--- config.mk ---
export PLATFORM = sky130hd
export DESIGN_NAME = mem_arb
export DESIGN_NICKNAME = d
export VERILOG_FILES = /design/src/rtl/arb_pkg.sv /design/src/rtl/rr_arb2.sv /design/src/rtl/mem_arb.sv
export SDC_FILE = /design/constraint.sdc
export NUM_CORES = 1
export LEC_CHECK = 0
export ABC_CLOCK_PERIOD_IN_PS = 3000
export BUFFER_PORTS_ARGS = -buffer_cell sky130_fd_sc_hd__buf_2
export CAP_MARGIN = 20
export CORE_AREA = 2 2 211 213
export DETAILED_ROUTE_END_ITERATION = 8
export DIE_AREA = 0 0 213 215
export GPL_TIMING_DRIVEN = 0
export HOLD_SLACK_MARGIN = 0.05
export MAX_ROUTING_LAYER = met4
export PLACE_DENSITY = 0.42
export SLEW_MARGIN = 25
export SYNTH_ARGS = -nofsm -noshare
export SYNTH_HDL_FRONTEND = slang
export SYNTH_HIERARCHICAL = 1
export SYNTH_SLANG_ARGS = --single-unit
--- constraint.sdc ---
create_clock -name clk_i -period 3 [get_ports clk_i]
set_input_delay 0.15 -clock clk_i [delete_from_list [all_inputs] [get_ports clk_i]]
set_output_delay 0.15 -clock clk_i [all_outputs]
set_load 0.01 [all_outputs]
--- src/rtl/arb_pkg.sv ---
// Shared types for the IF/LS memory port arbiter.
package arb_pkg;
   typedef enum logic [1:0] {IDLE, REQ, WAIT} arb_state_e;
   typedef enum logic {OWN_IF = 1'b0, OWN_LS = 1'b1} own_e;
   localparam int ARB_TIMEOUT = 256;
endpackage

--- src/rtl/rr_arb2.sv ---
// Two-way round-robin grant: on contention the requester that did not win last time gets it.
module rr_arb2 (
   input  logic [1:0] req,
   input  logic       last,
   output logic [1:0] gnt
);
   always_comb begin
      gnt = req;
      if (req == 2'b11) gnt = last ? 2'b01 : 2'b10;
   end
endmodule

--- src/rtl/mem_arb.sv ---
// Single-outstanding arbiter sharing one memory port between instruction fetch and load/store,
// with round-robin fairness and a response timeout that returns an error to the owner.
module mem_arb
   import arb_pkg::*;
#(
   parameter int AW      = 64,
   parameter int DW      = 64,
   parameter int TIMEOUT = ARB_TIMEOUT
) (
   input  logic            clk_i,
   input  logic            rst_i,
   input  logic            if_req_valid_i,
   output logic            if_req_ready_o,
   input  logic [AW-1:0]   if_addr_i,
   output logic            if_rsp_valid_o,
   output logic [DW-1:0]   if_rsp_data_o,
   output logic            if_rsp_err_o,
   input  logic            ls_req_valid_i,
   output logic            ls_req_ready_o,
   input  logic [AW-1:0]   ls_addr_i,
   input  logic            ls_wen_i,
   input  logic [DW-1:0]   ls_wdata_i,
   input  logic [DW/8-1:0] ls_wmask_i,
   output logic            ls_rsp_valid_o,
   output logic [DW-1:0]   ls_rsp_data_o,
   output logic            ls_rsp_err_o,
   output logic            mem_req_valid_o,
   input  logic            mem_req_ready_i,
   output logic [AW-1:0]   mem_addr_o,
   output logic            mem_wen_o,
   output logic [DW-1:0]   mem_wdata_o,
   output logic [DW/8-1:0] mem_wmask_o,
   input  logic            mem_rsp_valid_i,
   input  logic [DW-1:0]   mem_rsp_data_i,
   input  logic            mem_rsp_err_i
);
   localparam int CW = (TIMEOUT > 1) ? $clog2(TIMEOUT + 1) : 1;

   typedef struct packed {
      logic [AW-1:0]   addr;
      logic            wen;
      logic [DW-1:0]   wdata;
      logic [DW/8-1:0] wmask;
   } mreq_t;

   arb_state_e    state_q;
   own_e          owner_q, last_q;
   logic          stale_q;
   logic [CW-1:0] cnt_q;
   mreq_t         req_q;
   logic          mem_vld_q;

   logic [1:0]    gnt;
   logic          idle_en, rsp_fwd, tmo, rsp_vld, rsp_err;
   logic [DW-1:0] rsp_data;

   rr_arb2 u_rr (
      .req  ({ls_req_valid_i, if_req_valid_i}),
      .last (last_q),
      .gnt  (gnt)
   );

   // Ready is gated by reset too, so a held request sees no acceptance while reset is low.
   assign idle_en        = rst_i && (state_q == IDLE);
   assign if_req_ready_o = idle_en && gnt[0];
   assign ls_req_ready_o = idle_en && gnt[1];

   assign rsp_fwd  = (state_q == WAIT) && mem_rsp_valid_i && !stale_q;
   assign tmo      = (TIMEOUT != 0) && (state_q == WAIT) && !rsp_fwd && (cnt_q == CW'(TIMEOUT - 1));
   assign rsp_vld  = rsp_fwd || tmo;
   assign rsp_data = rsp_fwd ? mem_rsp_data_i : '0;
   assign rsp_err  = rsp_fwd ? mem_rsp_err_i : tmo;

   assign if_rsp_valid_o = rsp_vld && (owner_q == OWN_IF);
   assign if_rsp_data_o  = (owner_q == OWN_IF) ? rsp_data : '0;
   assign if_rsp_err_o   = rsp_err && (owner_q == OWN_IF);
   assign ls_rsp_valid_o = rsp_vld && (owner_q == OWN_LS);
   assign ls_rsp_data_o  = (owner_q == OWN_LS) ? rsp_data : '0;
   assign ls_rsp_err_o   = rsp_err && (owner_q == OWN_LS);

   assign mem_req_valid_o = mem_vld_q;
   assign mem_addr_o      = req_q.addr;
   assign mem_wen_o       = req_q.wen;
   assign mem_wdata_o     = req_q.wdata;
   assign mem_wmask_o     = req_q.wmask;

   always_ff @(posedge clk_i or negedge rst_i) begin
      if (!rst_i) begin
         state_q   <= IDLE;
         owner_q   <= OWN_IF;
         last_q    <= OWN_LS;
         stale_q   <= 1'b0;
         cnt_q     <= '0;
         req_q     <= '0;
         mem_vld_q <= 1'b0;
      end else begin
         // The first response after a timeout belongs to the abandoned request; drop it.
         if (mem_rsp_valid_i && stale_q) stale_q <= 1'b0;
         case (state_q)
            IDLE: if (|gnt) begin
               owner_q     <= gnt[1] ? OWN_LS : OWN_IF;
               last_q      <= gnt[1] ? OWN_LS : OWN_IF;
               req_q.addr  <= gnt[1] ? ls_addr_i : if_addr_i;
               req_q.wen   <= gnt[1] && ls_wen_i;
               req_q.wdata <= gnt[1] ? ls_wdata_i : '0;
               req_q.wmask <= gnt[1] ? ls_wmask_i : '0;
               mem_vld_q   <= 1'b1;
               state_q     <= REQ;
            end
            REQ: if (mem_req_ready_i) begin
               mem_vld_q <= 1'b0;
               cnt_q     <= '0;
               state_q   <= WAIT;
            end
            WAIT: begin
               if (rsp_fwd) begin
                  state_q <= IDLE;
               end else begin
                  if (cnt_q != {CW{1'b1}}) cnt_q <= cnt_q + 1'b1;
                  if (tmo) begin
                     stale_q <= 1'b1;
                     state_q <= IDLE;
                  end
               end
            end
            default: state_q <= IDLE;
         endcase
      end
   end

   a_rsp_proto: assert property (@(posedge clk_i) disable iff (!rst_i)
      !(mem_rsp_valid_i && !stale_q && (state_q != WAIT)))
      else $warning("mem_arb: memory response with no transaction outstanding, ignored");
endmodule

**Word level (Yosys, flattened, before mapping)**

Cells that the tools add are included.

- Input port bits: 272
- Memories: 0
- Word-level logic and storage cells: 72
- Bits in latches: 0
- Register bits after elaboration: 152
- Bits in read-only memories: 0
- Bits in writable memories: 0
- Output and inout bits: 272

- Shift-type cells: 0
- Bitwise operators: 1
- Multipliers: 0
- Add/subtract/negate cells: 1
- Reduce and logical (&&, ||, !) cells: 24
- Eq/ne operators: 10
- Div/mod/pow operators: 0
- $lt $le $gt $ge: 0
- Mux-type cells: 26

Operators with widths:

| operator | number |
|---|---|
| 2-to-1 mux 64 bit | 5 |
| 2-to-1 mux 9 bit | 3 |
| one-hot mux 9 bit (2 select lines) | 1 |
| logical AND 1 bit | 13 |
| 2-to-1 mux 2 bit | 6 |
| adder 9 x 1 -> 9 bit (second input constant) | 1 |
| == test 9 x 8 -> 1 bit (second input constant) | 1 |
| != test 9 bit (second input constant) | 1 |
| 2-to-1 mux 1 bit | 8 |
| 2-to-1 mux 8 bit | 1 |
| one-hot mux 2 bit (3 select lines) | 1 |
| AND reduction 3 bit | 2 |
| == test 2 bit (second input constant) | 2 |
| != test 2 x 1 -> 1 bit (second input constant) | 2 |
| != test 2 bit (second input constant) | 2 |
| AND reduction 4 bit | 1 |
| nonzero test 2 bit | 2 |
| != test 3 bit (second input constant) | 1 |
| == test 2 x 1 -> 1 bit (second input constant) | 1 |
| zero test 1 bit | 2 |
| zero test 2 bit | 1 |
| one-hot mux 1 bit (2 select lines) | 1 |
| AND reduction 2 bit | 1 |
| OR reduction 2 bit | 1 |
| 2 further kinds | 2 |

**Logic depth before layout (Yosys ltp)**

Gate-level depths: netlist of the first run.

- Word-level depth: 9
- Mapped depth: 8
- Gate-level depth less buffers: 8

**By module**

The synthesis of the first run kept the hierarchy.

By module, submodules not included:

| module | area each (sq um) | times used | seq. area each (sq um) | cells each |
|---|---|---|---|---|
| mem_arb | 7095.6 | 1 | 3804.9 | 669 |
| rr_arb2 | 18.8 | 1 | 0.0 | 3 |

**Least setup slack after synthesis of the first run**

No wires, ideal clock.

- Path kind: register to register
- From: register cnt_q[0]
- To: register cnt_q[7]
- Path buffers: 0
- Slack: 535 ps
- Library setup time: 78 ps
- Arrival time: 2387 ps
- Period minus slack after synthesis: 2465 ps
- Data required time: 2922 ps
- Stages on the path, launching flop included: 9
- Path through: dfrtp_1 ha_1 and3_1 and3_1 and3_1 ha_1 or3_4 or4_1 a21boi_1

- Longest elaborated chain between the ends: 4
- Elaborated cells on any way between the ends: 7
- Classes of those cells: 1 x add/sub; 2 x eq/ne; 3 x mux; 1 x reduce/logical

Ends and longest elaborated chain:

| item | RTL line | text |
|---|---|---|
| start, declared | mem_arb.sv:49 | `logic [CW-1:0] cnt_q;` |
| start signal, assigned | mem_arb.sv:119 | `if (cnt_q != {CW{1'b1}}) cnt_q <= cnt_q + 1'b1;` |
| adder 9 x 1 -> 9 bit | mem_arb.sv:119 |  |
| 2-to-1 mux 9 bit | mem_arb.sv:119 |  |
| 2-to-1 mux 9 bit | mem_arb.sv:116 | `if (rsp_fwd) begin` |
| one-hot mux 9 bit (2 select lines) | mem_arb.sv:99 | `case (state_q)` |

Parallel ways exist; a longest one is shown, timed or not. The select of a mux whose other input is x is not followed.
A chain may end at the register's enable or synchronous reset.

**Worst setup path after layout of the first run**

- From: register last_q
- To: register req_q, in the netlist mem_addr_o[53]

- Longest elaborated chain between the ends: 4
- Elaborated cells on any way between the ends: 5
- Classes of those cells: 3 x mux; 2 x reduce/logical

Ends and longest elaborated chain:

| item | RTL line | text |
|---|---|---|
| start, declared | mem_arb.sv:47 | `own_e owner_q, last_q;` |
| start signal, assigned | mem_arb.sv:102 | `last_q <= gnt[1] ? OWN_LS : OWN_IF;` |
| 2-to-1 mux 2 bit * (2 in series) | rr_arb2.sv:9 | `if (req == 2'b11) gnt = last ? 2'b01 : 2'b10;` |
| via gnt[1] | mem_arb.sv:53 | `logic [1:0] gnt;` |
| OR reduction 2 bit | mem_arb.sv:100 | `IDLE: if (\|gnt) begin` |
| AND reduction 2 bit (no source line) | - |  |
| end, declared | mem_arb.sv:50 | `mreq_t req_q;` |

Mark *: on every way through the listed nets, which the timed path passes. The rest lies on a longest branch.

==> results.sh, run 1 <==
export IMPL_outcome="complete, no violations"
export IMPL_detail_route_antenna_nets=0
export IMPL_worstSkewPairLatency_ns=0.45
export IMPL_netlist_area_sq_um=7110
export IMPL_ys_flop_type="dfrtp_1"
export IMPL_synth_edf_count=0
export IMPL_worst_hold_path_type="primary input to flip-flop"
export IMPL_p_per_area_nw_per_um2=750
export IMPL_switching_share_pct=39.8
export IMPL_start_util_pct=16.3
export IMPL_cp_arrival_ns=3.06
export IMPL_cts_buffers=17
export IMPL_drcViolationCount=0
export IMPL_drv_slew=0
export IMPL_cap_viol_max_count=0
export IMPL_irDropWorstVdd_v=0.000396
export IMPL_tightest_slew_ns=0.733
export IMPL_coreArea_sq_um=43600
export IMPL_hpwl_um=28000
export IMPL_clk_pin_slew_ns=0.07
export IMPL_cts_root_buf="clkbuf_16"
export IMPL_cts_tree="done"
export IMPL_async_flop_share_pct=100
export IMPL_via_per_inst=3.98
export IMPL_ys_ff_latch=152
export IMPL_dieArea_sq_um=45800
export IMPL_syn_to_final_growth_pct=87.0
export IMPL_vias=8214
export IMPL_period_needed_ns=2.75
export IMPL_syn_inst=672
export IMPL_crit_required_ns=3.31
export IMPL_ys_warnings_count=6
export IMPL_slew_headroom_pct=51.1
export IMPL_grt_overflow=0
export IMPL_clockBufferDepth=2
export IMPL_port_buffers=543
export IMPL_synth_area_per_cell_sq_um=10.6
export IMPL_htree_num_levels=4
export IMPL_clkPwrFrac_pct=22.3
export IMPL_first_pass_iters=5
export IMPL_netSwitchingPower_w=0.00397
export IMPL_grt_max_degree=80
export IMPL_grt_usage_pct=15.8
export IMPL_cp_max_fo=10
export IMPL_fmax_ghz=0.364
export IMPL_cts_sinks=152
export IMPL_grt_pass1_wl_um=51800
export IMPL_path_class="flip-flop to flip-flop"
export IMPL_period_share_pct=91.6
export IMPL_placed_area_sq_um=10600
export IMPL_ys_types=37
export IMPL_die_y_um=215
export IMPL_setup_tns_ns=0
export IMPL_register_area_sq_um=3800
export IMPL_synth_fp_nets=947
export IMPL_rsz0062_at_grt="false"
export IMPL_multiInputGateArea_sq_um=3090
export IMPL_routedWlPerCell_um=17.3
export IMPL_startpoint_type="flip-flop"
export IMPL_grt_antenna_before_repair=24
export IMPL_die_w_um=213
export IMPL_drive_gt1_share_pct=41.2
export IMPL_n_fill_cell=4647
export IMPL_drt_iter0_markers=211
export IMPL_row_count=77
export IMPL_combPwrFrac_pct=43.5
export IMPL_leakagePower_nw=7.07
export IMPL_final_nets=1713
export IMPL_p_seq_share_pct=34.1
export IMPL_finalSetupViolCount=0
export IMPL_fin_skew_ns=0.0101
export IMPL_post_cts_setup_buffers=0
export IMPL_design_area_sq_um=13300
export IMPL_grt_pass1_vias=8818
export IMPL_gp_congestion=0.799
export IMPL_crit_path_end_kind="flip-flop"
export IMPL_pin_count=544
export IMPL_yosysSeqAreaShare_pct=53.5
export IMPL_p_int_w=0.00600
export IMPL_drt_wl_total_um=35700
export IMPL_finalHoldViolCount=0
## stage by stage
step / power [W] / hold slack (ns) / utilization [%] / std cells / setup slack (ns)
3_3_place_gp: 0.00751 / 0.365 / 24.2 / 1807 / -0.892
6_report: 0.00998 / 0.0706 / 30.5 / 2065 / 0.251
3_5_place_dp: 0.00754 / 0.162 / 24.3 / 1808 / 0.324
2_1_floorplan: 0.00550 / -0.146 / - / 672 / 0.535
5_1_grt: 0.0107 / 0.0966 / 30.4 / 2052 / 0.0253
4_1_cts: 0.0101 / 0.0514 / 30.3 / 2043 / 0.0440
## path summary, 6_finish.rpt
path                                                  from                     endpoint  slack, ns  depth (start not counted)
worst max-delay path                    last_q$_DFFE_PN1P_   mem_addr_o[53]$_DFFE_PN0P_       0.25                          6
worst min-delay path                         if_addr_i[24]   mem_addr_o[24]$_DFFE_PN0P_       0.07                          3
worst max register to register          last_q$_DFFE_PN1P_   mem_addr_o[53]$_DFFE_PN0P_       0.25                          6
worst min register to register  mem_addr_o[54]$_DFFE_PN0P_   mem_addr_o[54]$_DFFE_PN0P_       0.47                          2
max in group asynchronous                            rst_i   mem_addr_o[49]$_DFFE_PN0P_       1.91                          3
min in group asynchronous                            rst_i  mem_wdata_o[10]$_DFFE_PN0P_       0.24                          2
## per-layer routing
layer	vias to the layer above	wire [um]	track usage, %
li1	3891	-	-
met1	3863	13000	15.2
met2	376	18200	28.4
met3	84	1960	2.73
met4	0	2520	11.4
met5	-	0	-
## cells in the mapped netlist (3+ instances only)
| cell type | instances | share of area (%) |
|---|---|---|
| and2_1 | 129 | 11 |
| nand3_1 | 4 | 0.28 |
| o21ai_1 | 5 | 0.35 |
| mux2i_1 | 66 | 9.3 |
| dfrtp_1 | 151 | 53 |
| ha_1 | 3 | 0.53 |
| buf_1 | 9 | 0.47 |
| nor2_1 | 7 | 0.37 |
| nand2_1 | 78 | 4.1 |
| nor3_1 | 3 | 0.21 |
| inv_1 | 4 | 0.21 |
| o21ai_0 | 68 | 4.8 |
| buf_2 | 14 | 0.98 |
| and3_1 | 6 | 0.53 |
| clkbuf_1 | 26 | 1.4 |
| a22o_1 | 73 | 9.0 |
## logic make-up after synthesis
logic type	synth area share, %
AOI/OAI and AO/OA	15.5
adders and majority gates	0.528
buffers and inverters	3.15
DFF	53.5
muxes	9.29
and+or+nand+nor	18.1
## layout by cell type, fill, tap and decap left out, types with 3 or more instances in the layout
cell type,count
buf_2,556
nand2_1,78
dlygate4sd3_1,203
o21ai_1,5
a22o_1,73
inv_6,3
dfrtp_1,151
o21ai_0,68
and2_1,129
clkinv_4,6
nor2_1,7
clkbuf_1,26
clkbuf_16,17
buf_1,7
mux2i_1,66
nor3_1,3
inv_1,4
nand3_1,4
and3_1,6
ha_1,3
diode_2,22
## critical path: stages (launching register included)
cell,delay [ns]
dfstp_2,0.37
a21boi_0,0.39
buf_4,0.34
buf_1,0.55
mux2i_1,0.29
dlygate4sd3_1,0.59
o21ai_0,0.08
## power groups by stage
stage                     clock network (W)  logic [W]  registers, W
after floorplan                           0    0.00172       0.00377
after global placement                    0    0.00410       0.00341
after detailed placement                  0    0.00414       0.00340
after CTS                           0.00232    0.00442       0.00340
after global routing                0.00239    0.00477       0.00352
final                               0.00223    0.00434       0.00340
## state kept, by name, indices dropped and copies added (netlist names)
| name | count |
|---|---|
| cnt_q | 9 |
| last_q | 1 |
| mem_addr_o | 64 |
| mem_req_valid_o | 1 |
| mem_wdata_o | 64 |
| mem_wen_o | 1 |
| mem_wmask_o | 8 |
| owner_q | 1 |
| stale_q | 1 |
| state_q | 2 |
## cell type report
class / instances / share of cell area (%)
Clock inverter: 14 / 1.23
Timing Repair Buffer: 747 / 36.0
Antenna cell: 22 / 0.414
Buffer: 50 / 1.59
Tap cell: 592 / 5.57
Sequential cell: 152 / 28.6
Multi-Input combinational cell: 466 / 23.2
Clock buffer: 18 / 3.30
Inverter: 4 / 0.113
## timing repair
| action | CTS | global route |
|---|---|---|
| endpoints found under the setup margin | 0 | 10 |
| hold endpoints to repair | 212 | 0 |
| gates resized for setup | 0 | 4 |
| hold buffers | 203 | 0 |
Power figures use the tool's default switching activity.
==> inputs of run 2 (changes only) <==
PLACE_DENSITY = 0.43   (was 0.42)
==> results.sh, run 2 (synthesis results as in run 1) <==
export IMPL_syn_to_final_growth_pct=85.9
export IMPL_port_buffers=543
export IMPL_finalSetupViolCount=0
export IMPL_first_pass_iters=4
export IMPL_cts_root_buf="clkbuf_16"
export IMPL_n_fill_cell=4685
export IMPL_dieArea_sq_um=45800
export IMPL_coreArea_sq_um=43600
export IMPL_gp_congestion=0.815
export IMPL_grt_usage_pct=16.1
export IMPL_vias=8184
export IMPL_period_share_pct=89.4
export IMPL_post_cts_setup_buffers=0
export IMPL_detail_route_antenna_nets=0
export IMPL_crit_path_start="last_q$_DFFE_PN1P_"
export IMPL_via_per_inst=4.00
export IMPL_clockBufferDepth=2
export IMPL_grt_antenna_before_repair=20
export IMPL_die_y_um=215
export IMPL_drcViolationCount=0
export IMPL_row_count=77
export IMPL_htree_num_levels=4
export IMPL_r2r_start="last_q$_DFFE_PN1P_"
export IMPL_crit_required_ns=3.32
export IMPL_dp_cells=1808
export IMPL_outcome="complete, no violations"
export IMPL_register_area_sq_um=3800
export IMPL_hold_start="if_addr_i[21]"
export IMPL_hpwl_um=28300
export IMPL_routedWlPerCell_um=17.8
export IMPL_drt_wl_total_um=36400
export IMPL_rsz0062_at_grt="false"
export IMPL_leakagePower_nw=7.04
export IMPL_placed_area_sq_um=10600
export IMPL_cp_arrival_ns=3.00
export IMPL_startpoint_type="flip-flop"
export IMPL_drv_slew=0
export IMPL_die_w_um=213
export IMPL_grt_overflow=0
export IMPL_cap_viol_max_count=0
export IMPL_crit_path_end_kind="flip-flop"
export IMPL_pin_count=544
export IMPL_cts_sinks=152
export IMPL_drive_gt1_share_pct=41.2
export IMPL_period_needed_ns=2.68
export IMPL_cts_buffers=17
export IMPL_grt_pass1_vias=8646
export IMPL_setup_tns_ns=0
export IMPL_design_area_sq_um=13200
export IMPL_clk_pin_slew_ns=0.06
export IMPL_grt_pass1_wl_um=52500
export IMPL_stdcell_count=2047
export IMPL_start_util_pct=16.3
export IMPL_p_per_area_nw_per_um2=747
export IMPL_fin_skew_ns=0.0194
export IMPL_finalHoldViolCount=0
export IMPL_cts_tree="done"
export IMPL_path_class="flip-flop to flip-flop"
export IMPL_slew_headroom_pct=50.9
export IMPL_irDropWorstVdd_v=0.000466
export IMPL_final_cell_mix="buf_2 (556), dlygate4sd3_1 (202), dfrtp_1 (151)"
export IMPL_fin_util_pct=30.3
export IMPL_multiInputGateArea_sq_um=3090
export IMPL_drt_iter0_markers=248
export IMPL_worst_hold_path_type="primary input to flip-flop"
export IMPL_fmax_ghz=0.373
export IMPL_worstSkewPairLatency_ns=0.46
export IMPL_mostFrequentLayoutCell="buf_2"
export IMPL_cp_max_fo=10
export IMPL_final_nets=1712
export IMPL_tightest_slew_ns=0.736
export IMPL_grt_max_degree=82
run 2: path summary, 6_finish.rpt:
kind | cells after the start | slack, ns | to
hold reg to reg | 2 | 0.47 | mem_addr_o[59]$_DFFE_PN0P_
setup / recovery | 6 | 0.32 | mem_addr_o[38]$_DFFE_PN0P_
max in group asynchronous | 3 | 1.91 | mem_addr_o[63]$_DFFE_PN0P_
min in group asynchronous | 2 | 0.25 | mem_wmask_o[4]$_DFFE_PN0P_
hold / removal | 3 | 0.06 | mem_addr_o[21]$_DFFE_PN0P_
setup reg to reg | 6 | 0.32 | mem_addr_o[38]$_DFFE_PN0P_
run 2: final cells by class:
| type | count | share of cell area [%] |
|---|---|---|
| timing repair buffer | 746 | 36.1 |
| sequential | 152 | 28.8 |
| multi-input combinational | 466 | 23.3 |
| tap | 592 | 5.60 |
| clock buffer | 20 | 3.45 |
| buffer | 50 | 1.61 |
| clock inverter | 12 | 0.889 |
| inverter | 4 | 0.114 |
| antenna | 5 | 0.0946 |
run 2: repair_timing:
action	CTS	global route
hold buffers	202	0
hold endpoints to repair	211	0
setup endpoints to repair	0	13
resized for setup	0	4
run 2: stage by stage:
stage | setup slack, ns | total power [W] | hold slack [ns]
2_1_floorplan | 0.535 | 0.00550 | -0.146
3_3_place_gp | -0.864 | 0.00753 | 0.370
3_5_place_dp | 0.178 | 0.00756 | 0.153
4_1_cts | 0.0285 | 0.0101 | 0.0634
5_1_grt | 0.0188 | 0.0106 | 0.129
6_report | 0.318 | 0.00988 | 0.0618
run 2: power by group:
group | switching (W) | total, W | leakage [nW] | internal [W]
registers | 0.000481 | 0.00340 | 1.93 | 0.00292
logic | 0.00245 | 0.00434 | 4.84 | 0.00188
clock network | 0.000953 | 0.00215 | 0.270 | 0.00120
total | 0.00389 | 0.00988 | 7.04 | 0.00600
run 2: metal layers:
metal	up-vias	track usage [%]	wire length, um
met3	69	3.55	2190
met2	378	29.6	19500
met5	-	-	0
met4	0	7.09	1230
met1	3882	16.2	13400
li1	3855	-	-
run 2: critical path, cell delays in order (launching register included):
cell	delay (ns)
dfstp_2	0.37
a21boi_0	0.38
buf_4	0.32
buf_1	0.54
mux2i_1	0.29
dlygate4sd3_1	0.57
o21ai_0	0.07
==> inputs of run 3 (changes only) <==
CORE_AREA = 2 2 213 215   (was 2 2 211 213)
DIE_AREA = 0 0 215 217   (was 0 0 213 215)
PLACE_DENSITY = 0.42   (was 0.43)
==> results.sh, run 3 (synthesis results as in run 1) <==
export IMPL_outcome="complete, no violations"
export IMPL_first_pass_iters=4
export IMPL_dp_cells=1817
export IMPL_irDropWorstVdd_v=0.000402
export IMPL_gp_congestion=0.915
export IMPL_period_share_pct=90.8
export IMPL_startpoint_type="flip-flop"
export IMPL_rsz0062_at_grt="false"
export IMPL_cp_max_fo=10
export IMPL_vias=8131
export IMPL_die_y_um=217
export IMPL_crit_required_ns=3.30
export IMPL_pin_count=544
export IMPL_detail_route_antenna_nets=0
export IMPL_drv_slew=0
export IMPL_tightest_slew_ns=0.824
export IMPL_grt_max_degree=74
export IMPL_routedWlPerCell_um=17.4
export IMPL_worstSkewPairLatency_ns=0.46
export IMPL_crit_path_end_kind="flip-flop"
export IMPL_mostFrequentLayoutCell="buf_2"
export IMPL_crit_top_cell="buf_2"
export IMPL_fin_skew_ns=0.0143
export IMPL_clockBufferDepth=2
export IMPL_syn_to_final_growth_pct=87.4
export IMPL_row_count=78
export IMPL_htree_num_levels=4
export IMPL_via_per_inst=3.95
export IMPL_placed_area_sq_um=10600
export IMPL_port_buffers=543
export IMPL_worst_path_max_delay_cell="a21boi_1"
export IMPL_path_class="flip-flop to flip-flop"
export IMPL_final_nets=1713
export IMPL_worst_hold_path_type="primary input to flip-flop"
export IMPL_cp_cell_sequence="inv_1 > a21boi_1 > o21ai_1 > buf_2 > buf_2 > buf_2 > nand2_1 > o21ai_0"
export IMPL_dp_slack_ns=0.151
export IMPL_drive_gt1_share_pct=41.4
export IMPL_period_needed_ns=2.72
export IMPL_cts_tree="done"
export IMPL_hpwl_um=28000
export IMPL_n_fill_cell=4795
export IMPL_grt_pass1_wl_um=52100
export IMPL_fmax_ghz=0.367
export IMPL_stdcell_count=2061
export IMPL_drt_iter0_markers=209
export IMPL_cpPeakStageDelay_ns=0.62
export IMPL_dieArea_sq_um=46700
export IMPL_cap_viol_max_count=0
export IMPL_p_per_area_nw_per_um2=755
export IMPL_coreArea_sq_um=44700
export IMPL_cts_root_buf="clkbuf_16"
export IMPL_fin_ws_ns=0.277
export IMPL_grt_overflow=0
export IMPL_start_util_pct=15.9
export IMPL_drcViolationCount=0
export IMPL_leakagePower_nw=7.09
export IMPL_cts_buffers=17
export IMPL_design_area_sq_um=13300
export IMPL_die_w_um=215
export IMPL_drt_wl_total_um=35800
export IMPL_grt_antenna_before_repair=17
export IMPL_clk_pin_slew_ns=0.07
export IMPL_power_w=0.0101
export IMPL_cp_arrival_ns=3.02
export IMPL_cts_sinks=152
export IMPL_final_cell_mix="buf_2 (556), dlygate4sd3_1 (203), dfrtp_1 (151)"
export IMPL_grt_usage_pct=15.5
export IMPL_finalSetupViolCount=0
export IMPL_grt_pass1_vias=8610
export IMPL_slew_headroom_pct=45.1
export IMPL_finalHoldViolCount=0
-- run 3: cell types whose count changed in the layout (fill, tap and decap cells not counted), sizes merged --
| cell | previous run | this run |
|---|---|---|
| bufinv | 1 | 3 |
| clkbuf | 49 | 47 |
| clkinvlp | 4 | 3 |
| diode | 5 | 10 |
| dlygate4sd3 | 202 | 203 |
| inv | 8 | 9 |
-- run 3: layout make-up --
class	instances	area, sq um	share of cell area [%]
Antenna cell	10	25.0	0.188
Inverter	4	15.0	0.113
Multi-Input combinational cell	466	3090	23.1
Sequential cell	152	3800	28.5
Buffer	49	209	1.57
Clock inverter	14	189	1.42
Timing Repair Buffer	748	4810	36.1
Tap cell	600	751	5.63
Clock buffer	18	439	3.29
-- run 3: routing by layer --
layer	vias to the layer above	track usage [%]	wire length, um	part of all wire (%)
li1	3869	-	-	-
met1	3834	15.6	13200	37
met2	361	27.5	18700	52
met3	67	2.80	1830	5.1
met4	0	10.3	2000	5.6
met5	-	-	0	0
-- run 3: path summary, 6_finish.rpt --
check                                           startpoint                    endpoint  slack, ns  cells past startpoint
worst max-delay path                    last_q$_DFFE_PN1P_   mem_addr_o[9]$_DFFE_PN0P_       0.28                      8
worst min-delay path                         ls_addr_i[22]  mem_addr_o[22]$_DFFE_PN0P_       0.08                      3
worst max register to register          last_q$_DFFE_PN1P_   mem_addr_o[9]$_DFFE_PN0P_       0.28                      8
worst min register to register  mem_addr_o[62]$_DFFE_PN0P_  mem_addr_o[62]$_DFFE_PN0P_       0.47                      2
max in group asynchronous                            rst_i          last_q$_DFFE_PN1P_       2.19                      3
min in group asynchronous                            rst_i  mem_wmask_o[3]$_DFFE_PN0P_       0.13                      2
-- run 3: worst max-delay path: cells and delay by family, from the launching register on --
family          cells  cell delay, ns
compound gates      3            1.01
buf+inv             4            0.92
flops               1            0.54
simple gates        1            0.10
-- run 3: where the power goes --
group	total [W]	switching, W	internal, W
sequential	0.00341	0.000490	0.00292
combinational	0.00432	0.00246	0.00187
clock	0.00234	0.000986	0.00135
-- run 3: metrics by stage --
| stage | hold slack (ns) | TNS (ns) | util, % |
|---|---|---|---|
| 2_1_floorplan | -0.146 | 0 | - |
| 3_3_place_gp | 0.366 | -122.53 | 23.7 |
| 3_5_place_dp | 0.00129 | 0 | 23.8 |
| 4_1_cts | 0.0571 | 0 | 29.8 |
| 5_1_grt | 0.114 | 0 | 29.8 |
| 6_report | 0.0828 | 0 | 29.8 |
-- run 3: timing repair --
action                     CTS  global route
setup endpoints to repair    1            22
hold buffers               203             0
hold endpoints to repair   290             0
resized for setup            0             3
setup buffers                0             0
